===== config.mk =====
export PLATFORM = sky130hd
export DESIGN_NAME = insn_mem_arbiter
export DESIGN_NICKNAME = d
export VERILOG_FILES = /design/src/rtl/insn_arb_pkg.sv /design/src/rtl/insn_arb_rr.sv /design/src/rtl/insn_mem_arbiter.sv
export SDC_FILE = /design/constraint.sdc
export NUM_CORES = 1
export LEC_CHECK = 0
export CAP_MARGIN = 10
export CELL_PAD_IN_SITES_DETAIL_PLACEMENT = 1
export CELL_PAD_IN_SITES_GLOBAL_PLACEMENT = 2
export CORE_MARGIN = 3
export CORE_UTILIZATION = 10
export DETAILED_ROUTE_END_ITERATION = 16
export PLACE_DENSITY = 0.9
export SYNTH_ARGS = -nofsm -noshare
export SYNTH_HDL_FRONTEND = slang
export SYNTH_SLANG_ARGS = --single-unit

===== constraint.sdc =====
create_clock -name clk -period 1.37 [get_ports clk]
set_input_delay 0.274 -clock clk [delete_from_list [all_inputs] [get_ports clk]]
set_output_delay 0.274 -clock clk [all_outputs]
set_load 0.1 [all_outputs]

===== src/rtl/insn_arb_pkg.sv =====
// Shared types and default widths for the instruction-memory arbiter.
// The optional fetch-stall counter is enabled with macro INSN_ARB_STATS_EN.
package insn_arb_pkg;

    localparam int unsigned ADDR_W_DEF  = 4;
    localparam int unsigned DATA_W_DEF  = 16;
    localparam int unsigned STALL_CNT_W = 16;

    // Arbiter operating mode: normal arbitration or exclusive loader burst.
    typedef enum logic {
        ARB  = 1'b0,
        LOCK = 1'b1
    } arb_state_e;

    // Identity of the requester that was granted most recently.
    typedef enum logic {
        REQ_FETCH = 1'b0,
        REQ_LOAD  = 1'b1
    } req_id_e;

endpackage


===== src/rtl/insn_arb_rr.sv =====
// Two-requester round-robin pick (fetch vs. loader) with the last_grant register.
// l_prio_i lets the loader win a tie regardless of history (lock requests).
module insn_arb_rr
    import insn_arb_pkg::*;
(
    input  logic clk,
    input  logic rst_n,
    input  logic f_req_i,
    input  logic l_req_i,
    input  logic l_prio_i,
    output logic f_gnt_o,
    output logic l_gnt_o
);

    req_id_e last_q, last_d;

    // Pick: loader wins when alone, when prioritised, or when fetch went last.
    always_comb begin
        l_gnt_o = l_req_i & (~f_req_i | l_prio_i | (last_q == REQ_FETCH));
        f_gnt_o = f_req_i & ~l_gnt_o;
    end

    // Remember whoever was granted; history is untouched in idle cycles.
    always_comb begin
        last_d = last_q;
        if (l_gnt_o) begin
            last_d = REQ_LOAD;
        end else if (f_gnt_o) begin
            last_d = REQ_FETCH;
        end
    end

    // last_grant register; reset favours the loader on the first tie.
    always_ff @(posedge clk or negedge rst_n) begin
        if (!rst_n) begin
            last_q <= REQ_FETCH;
        end else begin
            last_q <= last_d;
        end
    end

endmodule


===== src/rtl/insn_mem_arbiter.sv =====
// Arbiter sharing a single-port instruction memory between the core fetch
// port and a loader port, with an exclusive loader burst mode (LOCK).
// Define INSN_ARB_STATS_EN to add the saturating f_stall_cnt output.
module insn_mem_arbiter
    import insn_arb_pkg::*;
#(
    parameter int unsigned ADDR_W = ADDR_W_DEF,
    parameter int unsigned DATA_W = DATA_W_DEF
) (
    input  logic              clk,
    input  logic              rst_n,
    input  logic              f_req,
    input  logic [ADDR_W-1:0] f_addr,
    output logic              f_gnt,
    output logic              f_rvalid,
    output logic [DATA_W-1:0] f_rdata,
    input  logic              l_req,
    input  logic              l_we,
    input  logic              l_lock,
    input  logic [ADDR_W-1:0] l_addr,
    input  logic [DATA_W-1:0] l_wdata,
    output logic              l_gnt,
    output logic              l_rvalid,
    output logic [DATA_W-1:0] l_rdata,
    output logic              core_stall,
`ifdef INSN_ARB_STATS_EN
    output logic [STALL_CNT_W-1:0] f_stall_cnt,
`endif
    output logic              mem_en,
    output logic              mem_we,
    output logic [ADDR_W-1:0] mem_addr,
    output logic [DATA_W-1:0] mem_wdata,
    input  logic [DATA_W-1:0] mem_rdata
);

    arb_state_e state_q, state_d;
    logic       lock_hold;
    logic       rr_f_req, rr_l_req;
    logic       rr_f_gnt, rr_l_gnt;
    logic       f_rvalid_q, l_rvalid_q;

    // In LOCK with l_lock still high, fetch is masked so the loader always
    // wins; grants are forced low while reset is asserted.
    always_comb begin
        lock_hold = (state_q == LOCK) & l_lock;
        rr_f_req  = f_req & rst_n & ~lock_hold;
        rr_l_req  = l_req & rst_n;
    end

    insn_arb_rr u_rr (
        .clk      (clk),
        .rst_n    (rst_n),
        .f_req_i  (rr_f_req),
        .l_req_i  (rr_l_req),
        .l_prio_i (l_lock),
        .f_gnt_o  (rr_f_gnt),
        .l_gnt_o  (rr_l_gnt)
    );

    // Next-state and grant/stall outputs; core_stall also covers the cycle
    // in which the lock is granted, so the stall spans every locked access.
    always_comb begin
        state_d    = state_q;
        f_gnt      = rr_f_gnt;
        l_gnt      = rr_l_gnt;
        core_stall = lock_hold | (rr_l_gnt & l_lock);
        unique case (state_q)
            ARB: begin
                if (rr_l_gnt & l_lock) begin
                    state_d = LOCK;
                end
            end
            LOCK: begin
                if (!l_lock) begin
                    state_d = ARB;
                end
            end
            default: state_d = ARB;
        endcase
    end

    // Memory command: the loader owns address/data whenever granted.
    always_comb begin
        mem_en    = f_gnt | l_gnt;
        mem_we    = l_gnt & l_we;
        mem_addr  = l_gnt ? l_addr : f_addr;
        mem_wdata = l_wdata;
        f_rdata   = mem_rdata;
        l_rdata   = mem_rdata;
        f_rvalid  = f_rvalid_q;
        l_rvalid  = l_rvalid_q;
    end

    // FSM state register.
    always_ff @(posedge clk or negedge rst_n) begin
        if (!rst_n) begin
            state_q <= ARB;
        end else begin
            state_q <= state_d;
        end
    end

    // Read-valid pipeline matching the memory's one-cycle read latency.
    always_ff @(posedge clk or negedge rst_n) begin
        if (!rst_n) begin
            f_rvalid_q <= 1'b0;
            l_rvalid_q <= 1'b0;
        end else begin
            f_rvalid_q <= f_gnt;
            l_rvalid_q <= l_gnt & ~l_we;
        end
    end

`ifdef INSN_ARB_STATS_EN
    logic [STALL_CNT_W-1:0] stall_cnt_q, stall_cnt_d;

    // Count cycles where fetch waits, saturating at all-ones.
    always_comb begin
        stall_cnt_d = stall_cnt_q;
        if (f_req & ~f_gnt & (stall_cnt_q != '1)) begin
            stall_cnt_d = stall_cnt_q + 1'b1;
        end
        f_stall_cnt = stall_cnt_q;
    end

    // Stall counter register.
    always_ff @(posedge clk or negedge rst_n) begin
        if (!rst_n) begin
            stall_cnt_q <= '0;
        end else begin
            stall_cnt_q <= stall_cnt_d;
        end
    end
`endif

endmodule


* Word-level counts from Yosys, hierarchy flattened
Index checks and enable logic that the tools add are counted.
** Word-level totals
- ROM bits :: 0
- Memory bits (writable) :: 0
- Logic and storage cells :: 30
- Input bits :: 46
- Bits in latches :: 0
- Output and inout port bits :: 59
- Memories :: 0
- Flip-flop bits (word level) :: 4
** Cells by class
- Divide/modulo/power cells :: 0
- Add/sub/neg operators :: 0
- Shift operators :: 0
- Reductions and logical operators :: 1
- Bitwise gates (word level) :: 19
- Multiplexer cells :: 6
- Equal/unequal tests :: 0
- $mul :: 0
- $lt $le $gt $ge :: 0
** Operator list (count)
- $and A1 B1 Y1 :: 9
- $not A1 Y1 :: 6
- $mux W1 :: 4
- $mux W4 :: 1
- $or A1 B1 Y1 :: 4
- $pmux W1 S2 :: 1
- $reduce_bool A2 Y1 :: 1

* Longest topological paths before layout
Gate-level depths: netlist of run 1.
- Depth in word-level cells :: 11
- Mapped depth :: 4
- Mapped depth without buffers :: 4

* Cells and area by module
From an unflattened synthesis of run 1, not the netlist that was laid out.
** Second synthesis, totals
- Cell total of the unflattened synthesis :: 70
- Area, all modules :: 619.3 um2
** By module, submodules not included
- insn_mem_arbiter :: area each 555.5 um2, sequential area each 75.1 um2, times used 1, cells each 64
- insn_arb_rr :: area each 63.8 um2, sequential area each 25.0 um2, times used 1, cells each 6

* Least setup slack after synthesis of run 1
OpenSTA, ideal clock, no wires.
- Path type :: register to output
- Start point :: register u_rr.last_q
- End point :: output port f_gnt
- Slack :: -1327 ps
- Required time :: 1096 ps
- Arrival time :: 2423 ps
- Stages on the path, launching flop included :: 5
- Buffers on the path :: 0
- Cells stage by stage :: dfrtp_1 > nand3b_4 > nand3_4 > inv_1 > nor2_1
** Between the ends
- Longest elaborated chain between the ends :: 5
** Ends and longest elaborated chain
- from (decl) :: line insn_arb_rr.sv:15 : req_id_e last_q, last_d;
- from (signal assigned) :: line insn_arb_rr.sv:38 : last_q <= last_d;
- $not A1 Y1 :: line insn_arb_rr.sv:19 : l_gnt_o = l_req_i & (~f_req_i | l_prio_i | (last_q == REQ_FETCH));
- $or A1 B1 Y1 :: line insn_arb_rr.sv:19
- $and A1 B1 Y1 :: line insn_arb_rr.sv:19
- net l_gnt :: line insn_mem_arbiter.sv:22 : output logic l_gnt,
- $not A1 Y1 :: line insn_arb_rr.sv:20 : f_gnt_o = f_req_i & ~l_gnt_o;
- $and A1 B1 Y1 :: line insn_arb_rr.sv:20
- to (decl) :: line insn_mem_arbiter.sv:14 : output logic f_gnt,
The timed path passes the listed nets, and every way through them passes these cells.

* Final worst setup path of run 1
- Start point :: register u_rr.last_q
- End point :: output port mem_addr[2]
** Between the ends
- Longest elaborated chain between the ends :: 4
** Ends and longest elaborated chain
- $not A1 Y1 :: line insn_arb_rr.sv:19
- $or A1 B1 Y1 :: line insn_arb_rr.sv:19
- $and A1 B1 Y1 :: line insn_arb_rr.sv:19
- $mux W4 :: line insn_mem_arbiter.sv:86 : mem_addr = l_gnt ? l_addr : f_addr;
- to (decl) :: line insn_mem_arbiter.sv:31 : output logic [ADDR_W-1:0] mem_addr,
Every way passes these cells.

==> reports/metrics.yaml, run 1 <==
crit_type: "register to primary output"
synth_compound_area_frac: 0.0394
comb_power_share: 0.515
clkPwrFrac: 0.316
min_path_type: "input pin to asynchronous set/reset pin"
fin_total_pwr_w: 0.000813
cts_hold_buf: 0
wl_per_cell_um: 9.66
internal_power_w: 0.000500
critPathLaunchType: "register"
drtIter0Drc: 1
switching_share: 0.386
yosys.area_share.simple: 0.130
wl_mm: 1.35
grt_pass1_vias: 432
chipWidth_um: 85.7
violations: "negative setup slack"
clk_pin_slew_ps: 30
end_kind: "primary output"
ir_drop_uv: 720
synth_xor_area_frac: 0
port_buffers: 24
cp.required_ps: 1100
cts_buffer_depth: 2
rows: 28
insertion_delay_ps: 220
switchingPower_w: 0.000314
cellLeakagePower_nw: 0.403
die-height_um: 85.7
antenna_found_initial: 0
syn2layout_area_growth_pct: 46.3
worst_slew_pin_slew_ps: 179
boundaryPins: 105
synth-seq-cells: 4
grt.total_usage: 0.0382
final.min_clock_period_ps: 1640
slew_headroom: 0.881
post-route-period-util: 1.19
muxShareOfSynthArea: 0.0945
fill_cells: 714
via_per_inst: 2.61
cts_num_sinks: 4
ys_seq_area_frac: 0.157
fin_skew_ps: 1.75
ys_types: 14
hold-worst-slack_ps: 260
synthTopCellsByArea: "buf_4, dfrtp_1, mux2_4"
drcViolationCount: 0
critical_path.startpoint: "u_rr.last_q"
fp.coreArea_um2: 6030
final_cell_mix: "buf_12, clkdlybuf4s50_1, buf_4"
initial_core_util: 0.105
r2r-start: "u_rr.last_q"
synth_adder_area_share: 0
critical_path_arrival_ps: 1360
ys_warn_count: 0
cts_root_buf: "clkbuf_8"
final_common_cell: "buf_12"
netlist_area_um2: 636
fin_ws_ps: -265
yosysTopAreaCell: "buf_4"
place_hpwl_mm: 1.11
synth_nets: 119
antenna_left: 0
synth_top_area_frac: 0.567
syn_avg_cell_area_um2: 8.71
setup_viol: 8
cts_buffers: 3
layout-drive-gt1-share: 0.631
rsz0062_at_grt: "yes"
grt_pass1_wl_mm: 2.10
vias: 366
cp_slowest_stage_delay_ps: 390
status: "complete, but fails checks"
cap_violations: 0
grt-ovfl-total: 0
drv_slew: 0
synthCells: 73
grt_max_degree: 7
crit_chain: "nand3b_4 > nand3_4 > mux2_4 > buf_12"
hold_violations: 0
worst-path-max-fanout: 6
synth_top_family_by_area: "buffers and inverters"
critPathTopFamily: "flip-flops"
nNetsFinal: 113
cts_tree: "yes"
slowest_stage: "dfrtp_1"
timing.critical_path.buf_inv: 1
dr.pass1.iters: 2
power_density_nw_per_um2: 875
p_seq_frac: 0.170
gp_congestion: 0.662
die_area_um2: 7350
h-tree-depth: 1
maxClockFrequency_mhz: 612
antennaDiodeCount: 0
-- per-stage QoR --
stage | setup TNS (ps) | setup slack [ps] | instance area (µm²) | cells | utilization
floorplan | -1620 | -598 | 663 | 73 | -
global placement | -4010 | -468 | 815 | 133 | 0.135
detailed placement | -4000 | -478 | 815 | 133 | 0.135
CTS | -1790 | -279 | 913 | 138 | 0.152
global route | -2230 | -320 | 930 | 140 | 0.154
finish | -1720 | -265 | 930 | 140 | 0.154
-- routing by layer --
metal	up-vias	wire length, µm	global-route usage
met4	0	42	0.0360
met3	4	103	0.0106
met5	-	0	0
li1	167	-	-
met2	13	839	0.0720
met1	182	366	0.0311
-- worst paths after layout --
kind	end	slack, ps	cells past startpoint
max in group asynchronous	u_rr.last_q	1000	3
worst max register to register	f_rvalid	270	5
worst max-delay path	mem_addr[2]	-270	4
worst min register to register	state_q	690	3
min in group clk	l_rvalid	550	3
worst min-delay path	l_rvalid	260	3
-- worst min-delay path, delay by kind of cell --
kind                   cells  cell delay (ps)
buffers and inverters      3              520
-- synthesized netlist by cell type --
master,n
buf_4,48
dfrtp_1,4
nand3_4,1
nor2b_1,3
nand2_1,2
a32oi_1,1
nand3_1,1
mux2_4,4
and2_1,1
a21oi_1,2
o22ai_1,1
nor2_1,2
nand3b_4,1
inv_1,2
-- cell families (layout without fill, tap and decap cells) --
kind of cell	after synthesis	in the layout
AOI/OAI and AO/OA	4	4
buffers and inverters	50	42
DFF	4	4
muxes	4	4
and+or+nand+nor	11	11
-- registers in the layout (all words and copies together), names as in the netlist --
register	flops
u_rr.last_q	1
l_rvalid	1
f_rvalid	1
state_q	1
-- area by class of cell --
type,count,area (µm²),share of cell area
Clock buffer,3,41.3,0.0444
Inverter,2,11.3,0.0121
Multi-Input combinational cell,19,223,0.240
Sequential cell,4,100,0.108
Tap cell,75,93.8,0.101
Timing Repair Buffer,37,460,0.495
-- power groups by stage --
stage                     Combinational [W]  Clock [W]  Sequential [W]
final                              0.000419   0.000257        0.000138
after CTS                          0.000413   0.000266        0.000138
after detailed placement           0.000394          0        0.000139
after global routing               0.000436   0.000268        0.000140
after floorplan                    0.000860          0        0.000158
after global placement             0.000390          0        0.000138
-- what timing repair did --
item	4_1_cts	5_1_grt
pin swaps	3	3
resized for setup	16	1
buffers inserted	2	2
setup endpoints to repair	9	9
Power figures use the tool's default switching activity.
==> run 2: changes to the inputs <==
Settings changed: ABC_CLOCK_PERIOD_IN_PS from default to 1370, PLACE_DENSITY 0.9 to 0.93.
==> reports/metrics.yaml, run 2 (synthesis results as in run 1) <==
antennaDiodeCount: 0  # unchanged
gp_congestion: 0.628  # was 0.662
h-tree-depth: 1  # unchanged
syn2layout_area_growth_pct: 35.6  # was 46.3%
initial_core_util: 0.105  # unchanged
timing.critical_path.buf_inv: 1  # unchanged
regArea_um2: 100  # unchanged
cp.required_ps: 1100  # about the same
power_density_nw_per_um2: 911  # was 875 nW/µm²
cts_hold_buf: 0  # unchanged
end_kind: "primary output"  # unchanged
dr.pass1.iters: 2  # unchanged
worst_slew_pin_slew_ps: 162  # was 179 ps
fin_total_pwr_w: 0.000785  # was 0.000813 W
chipWidth_um: 85.7  # unchanged
cts_buffers: 3  # unchanged
cts_root_buf: "clkbuf_8"  # unchanged
wl_per_cell_um: 9.77  # was 9.66 µm
final.setup.tns_ps: -1920  # was -1720 ps
hold_violations: 0  # unchanged
die_area_um2: 7350  # unchanged
hold-worst-slack_ps: 169  # was 260 ps
cp_slowest_stage_delay_ps: 400  # was 390 ps
antenna_found_initial: 0  # unchanged
post-route-period-util: 1.22  # was 1.19
grt_pass1_wl_mm: 2.01  # was 2.10 mm
drv_slew: 0  # unchanged
rsz0062_at_grt: "yes"  # unchanged
grt-ovfl-total: 0  # unchanged
pre_cts_ws_ps: -499  # was -478 ps
drtIter0Drc: 15  # was 1
setup_viol: 9  # was 8
critical_path_arrival_ps: 1390  # was 1360 ps
final.min_clock_period_ps: 1670  # was 1640 ps
cap_violations: 0  # unchanged
cellLeakagePower_nw: 0.363  # was 0.403 nW
antenna_left: 0  # unchanged
final_common_cell: "buf_12"  # unchanged
fill_cells: 723  # was 714
cts_num_sinks: 4  # unchanged
post-route-util: 0.143  # was 0.154
via_per_inst: 2.57  # was 2.61
grt.total_usage: 0.0366  # was 0.0382
crit_chain: "nand3b_4 > nand3_4 > mux2_4 > buf_12"  # unchanged
place_hpwl_mm: 1.07  # was 1.11 mm
final_cell_mix: "buf_12, clkdlybuf4s50_1, buf_4"  # unchanged
violations: "negative setup slack"  # unchanged
nNetsFinal: 107  # was 113
port_buffers: 24  # unchanged
vias: 345  # was 366
critPathLaunchType: "register"  # unchanged
maxClockFrequency_mhz: 600  # was 612 MHz
cts_tree: "yes"  # unchanged
status: "complete, but fails checks"  # unchanged
critPathTopFamily: "flip-flops"  # unchanged
cts_buffer_depth: 2  # unchanged
wl_mm: 1.31  # was 1.35 mm
crit_type: "register to primary output"  # unchanged
worst-path-max-fanout: 6  # unchanged
die-height_um: 85.7  # unchanged
drcViolationCount: 0  # unchanged
fin_ws_ps: -298  # was -265 ps
grt_max_degree: 10  # was 7
grt_pass1_vias: 417  # was 432
slowest_stage: "dfrtp_1"  # unchanged
slew_headroom: 0.892  # was 0.881
min_path_type: "input pin to asynchronous set/reset pin"  # unchanged
fp.coreArea_um2: 6030  # unchanged
multi_input_area_um2: 210  # was 223 µm²
boundaryPins: 105  # unchanged
fin_skew_ps: 5.08  # was 1.75 ps
clk_pin_slew_ps: 30  # about the same
insertion_delay_ps: 220  # about the same
layout-drive-gt1-share: 0.593  # was 0.631
ir_drop_uv: 389  # was 720 µV
rows: 28  # unchanged
-- run 2: changes by cell type in the layout (fill, tap and decap cells not counted) --
cell             previous run  this run
a21oi_2                     0         1
a21oi_4                     2         1
buf_4                       9         5
buf_6                       4         2
clkdlybuf4s15_1             2         0
dlygate4sd2_1               2         4
nand2_2                     0         1
nand2_4                     1         0
-- run 2: where the power goes --
group	switching, W	total (W)	internal [W]
combinational	0.000230	0.000394	0.000164
clock	0.0000655	0.000253	0.000188
sequential	0.00000940	0.000138	0.000129
-- run 2: worst paths after layout --
path	startpoint	to	slack, ps	cells past startpoint
setup / recovery	u_rr.last_q	mem_addr[0]	-300	4
hold / removal	rst_n	u_rr.last_q	170	2
setup reg to reg	u_rr.last_q	f_rvalid	360	4
hold reg to reg	u_rr.last_q	u_rr.last_q	590	2
max in group asynchronous	rst_n	f_rvalid	1060	2
min in group clk	l_wdata[13]	mem_wdata[13]	550	0
-- run 2: area by class of cell --
cell class	count	area share
timing repair buffer	31	0.470
multi-input combinational	19	0.244
sequential	4	0.116
tap	75	0.109
clock buffer	3	0.0479
inverter	2	0.0131
-- run 2: worst reg2reg max path, cell delays in order (launching register included) --
cell and delay (ps):
dfrtp_1 380, nand3b_4 90, nand3_4 160, clkinvlp_4 160, nor2_4 130
-- run 2: per-layer routing --
layer  vias to the layer above  global-route usage  part of all wire
met5                         -                   0                 0
met4                         0              0.0345             0.031
met3                         4             0.00865             0.081
met2                        12              0.0727              0.62
met1                       174              0.0276              0.27
li1                        155                   -                 -
-- run 2: stage by stage --
stage | cells | instance area (µm²)
after floorplan | 73 | 663
after global placement | 130 | 792
after detailed placement | 130 | 792
after CTS | 134 | 862
after global routing | 134 | 862
final | 134 | 862
-- run 2: timing repair --
item / in CTS / in global routing
buffers inserted: 1 / 0
endpoints found under the setup margin: 9 / 9
hold endpoints to repair: 0 / 0
gates resized for setup: 11 / 0
pin swaps: 2 / 0
==> run 3: changes to the inputs <==
Settings changed: CORE_MARGIN 3 to 2, SLEW_MARGIN from default to 15.
==> reports/metrics.yaml, run 3 (synthesis results as in run 1) <==
status: "complete, but fails checks"  # unchanged
violations: "negative setup slack"  # unchanged
cp_slowest_stage_delay_ps: 400  # about the same
clk_pin_slew_ps: 30  # about the same
slew_headroom: 0.890  # was 0.892
final.min_clock_period_ps: 1640  # was 1670 ps
r2r_cells: 4  # unchanged
placed_cells: 135  # was 130
grt-ovfl-total: 0  # unchanged
cts_buffers: 3  # unchanged
syn2layout_area_growth_pct: 41.5  # was 35.6%
cts_buffer_depth: 2  # unchanged
vias: 335  # was 345
internal_power_w: 0.000489  # was 0.000481 W
rows: 29  # was 28
boundaryPins: 105  # unchanged
antenna_left: 0  # unchanged
die_area_um2: 7010  # was 7350 µm²
post-route-period-util: 1.20  # was 1.22
power_density_nw_per_um2: 880  # was 911 nW/µm²
fin_ws_ps: -273  # was -298 ps
cp.required_ps: 1100  # about the same
critical_path.startpoint: "u_rr.last_q"  # unchanged
cts_root_buf: "clkbuf_8"  # unchanged
worst_slew_pin_slew_ps: 165  # was 162 ps
antennaDiodeCount: 0  # unchanged
hold_violations: 0  # unchanged
dpl_cell_area_um2: 817  # was 792 µm²
final_cell_count_no_fill: 139  # was 134
grt_max_degree: 7  # was 10
place_hpwl_mm: 1.05  # was 1.07 mm
rsz0062_at_grt: "yes"  # unchanged
maxClockFrequency_mhz: 608  # was 600 MHz
cp.depth: 4  # unchanged
p_seq_frac: 0.174  # was 0.176
worst-path-max-fanout: 6  # unchanged
wl_mm: 1.27  # was 1.31 mm
final_cell_mix: "buf_12, clkdlybuf4s50_1, buf_6, buf_4"  # was buf_12, clkdlybuf4s50_1, buf_4
regArea_um2: 100  # unchanged
gp_congestion: 0.660  # was 0.628
critPathLaunchType: "register"  # unchanged
initial_core_util: 0.102  # was 0.105
grt.total_usage: 0.0361  # was 0.0366
dr.pass1.iters: 2  # unchanged
fin_skew_ps: 1.46  # was 5.08 ps
wl_per_cell_um: 9.11  # was 9.77 µm
clkPwrFrac: 0.315  # was 0.322
grt_pass1_vias: 369  # was 417
fin_total_pwr_w: 0.000792  # was 0.000785 W
multi_input_area_um2: 218  # was 210 µm²
r2r-start: "u_rr.last_q"  # unchanged
layout-drive-gt1-share: 0.645  # was 0.593
nNetsFinal: 110  # was 107
fin_area_um2: 900  # was 862 µm²
chipWidth_um: 83.7  # was 85.7 µm
die-height_um: 83.7  # was 85.7 µm
crit_chain: "nand3b_4 > nand3_4 > mux2_4 > buf_12"  # unchanged
fill_cells: 738  # was 723
antenna_found_initial: 0  # unchanged
timing.critical_path.buf_inv: 1  # unchanged
switching_share: 0.382  # was 0.388
grt_pass1_wl_mm: 1.92  # was 2.01 mm
end_kind: "primary output"  # unchanged
drtIter0Drc: 5  # was 15
ir_drop_uv: 418  # was 389 µV
critPathTopFamily: "flip-flops"  # unchanged
cts_tree: "yes"  # unchanged
final_common_cell: "buf_12"  # unchanged
crit_type: "register to primary output"  # unchanged
min_path_type: "input pin to asynchronous set/reset pin"  # unchanged
cap_violations: 0  # unchanged
insertion_delay_ps: 220  # about the same
cts_num_sinks: 4  # unchanged
slowest_stage: "dfrtp_1"  # unchanged
critical_path_arrival_ps: 1370  # was 1390 ps
final.setup.tns_ps: -1720  # was -1920 ps
setup_viol: 8  # was 9
comb_power_share: 0.511  # was 0.502
h-tree-depth: 1  # unchanged
cellLeakagePower_nw: 0.379  # was 0.363 nW
drcViolationCount: 0  # unchanged
port_buffers: 24  # unchanged
switchingPower_w: 0.000303  # was 0.000305 W
fp.coreArea_um2: 6240  # was 6030 µm²
via_per_inst: 2.41  # was 2.57
drv_slew: 0  # unchanged
## run 3: power groups by stage
stage / clock network [W] / logic [W] / registers (W)
after floorplan: 0 / 0.000860 / 0.000158
after global placement: 0 / 0.000391 / 0.000139
after detailed placement: 0 / 0.000395 / 0.000139
after CTS: 0.000255 / 0.000403 / 0.000138
after global routing: 0.000275 / 0.000420 / 0.000140
final: 0.000249 / 0.000405 / 0.000138
## run 3: worst reg2reg max path: cells and delay by family, from the launching register on
kind,cells,cell delay [ps]
flops,1,380
simple gates,3,360
buf+inv,1,160
## run 3: per-layer routing
| layer | GRT usage | wire length (µm) |
|---|---|---|
| met5 | 0 | 0 |
| met4 | 0.0103 | 0 |
| met3 | 0.0287 | 162 |
| met2 | 0.0560 | 668 |
| met1 | 0.0376 | 435 |
## run 3: path summary, 6_finish.rpt
check	endpoint	slack (ps)
min reg2reg	u_rr.last_q	580
max in group asynchronous	f_rvalid	1180
min	state_q	90
max	mem_addr[1]	-270
min in group clk	l_rvalid	430
max reg2reg	f_rvalid	390
## run 3: area by class of cell
| class | count | area share |
|---|---|---|
| clock buffer | 3 | 0.0459 |
| inverter | 2 | 0.0125 |
| multi-input combinational | 19 | 0.242 |
| sequential | 4 | 0.111 |
| tap | 77 | 0.107 |
| timing repair buffer | 34 | 0.481 |
## run 3: timing repair
action	CTS	global route
setup buffers	1	1
setup endpoints to repair	9	9
gates resized for setup	17	5
hold buffers	0	0
pin swaps	2	2
## run 3: per-stage QoR
stage,hold WS (ps),utilization,setup WS [ps]
floorplan,-21.6,-,-598
finish,87.8,0.144,-273
detailed placement,549,0.131,-497
global route,94.5,0.144,-328
global placement,549,0.131,-476
CTS,174,0.142,-304
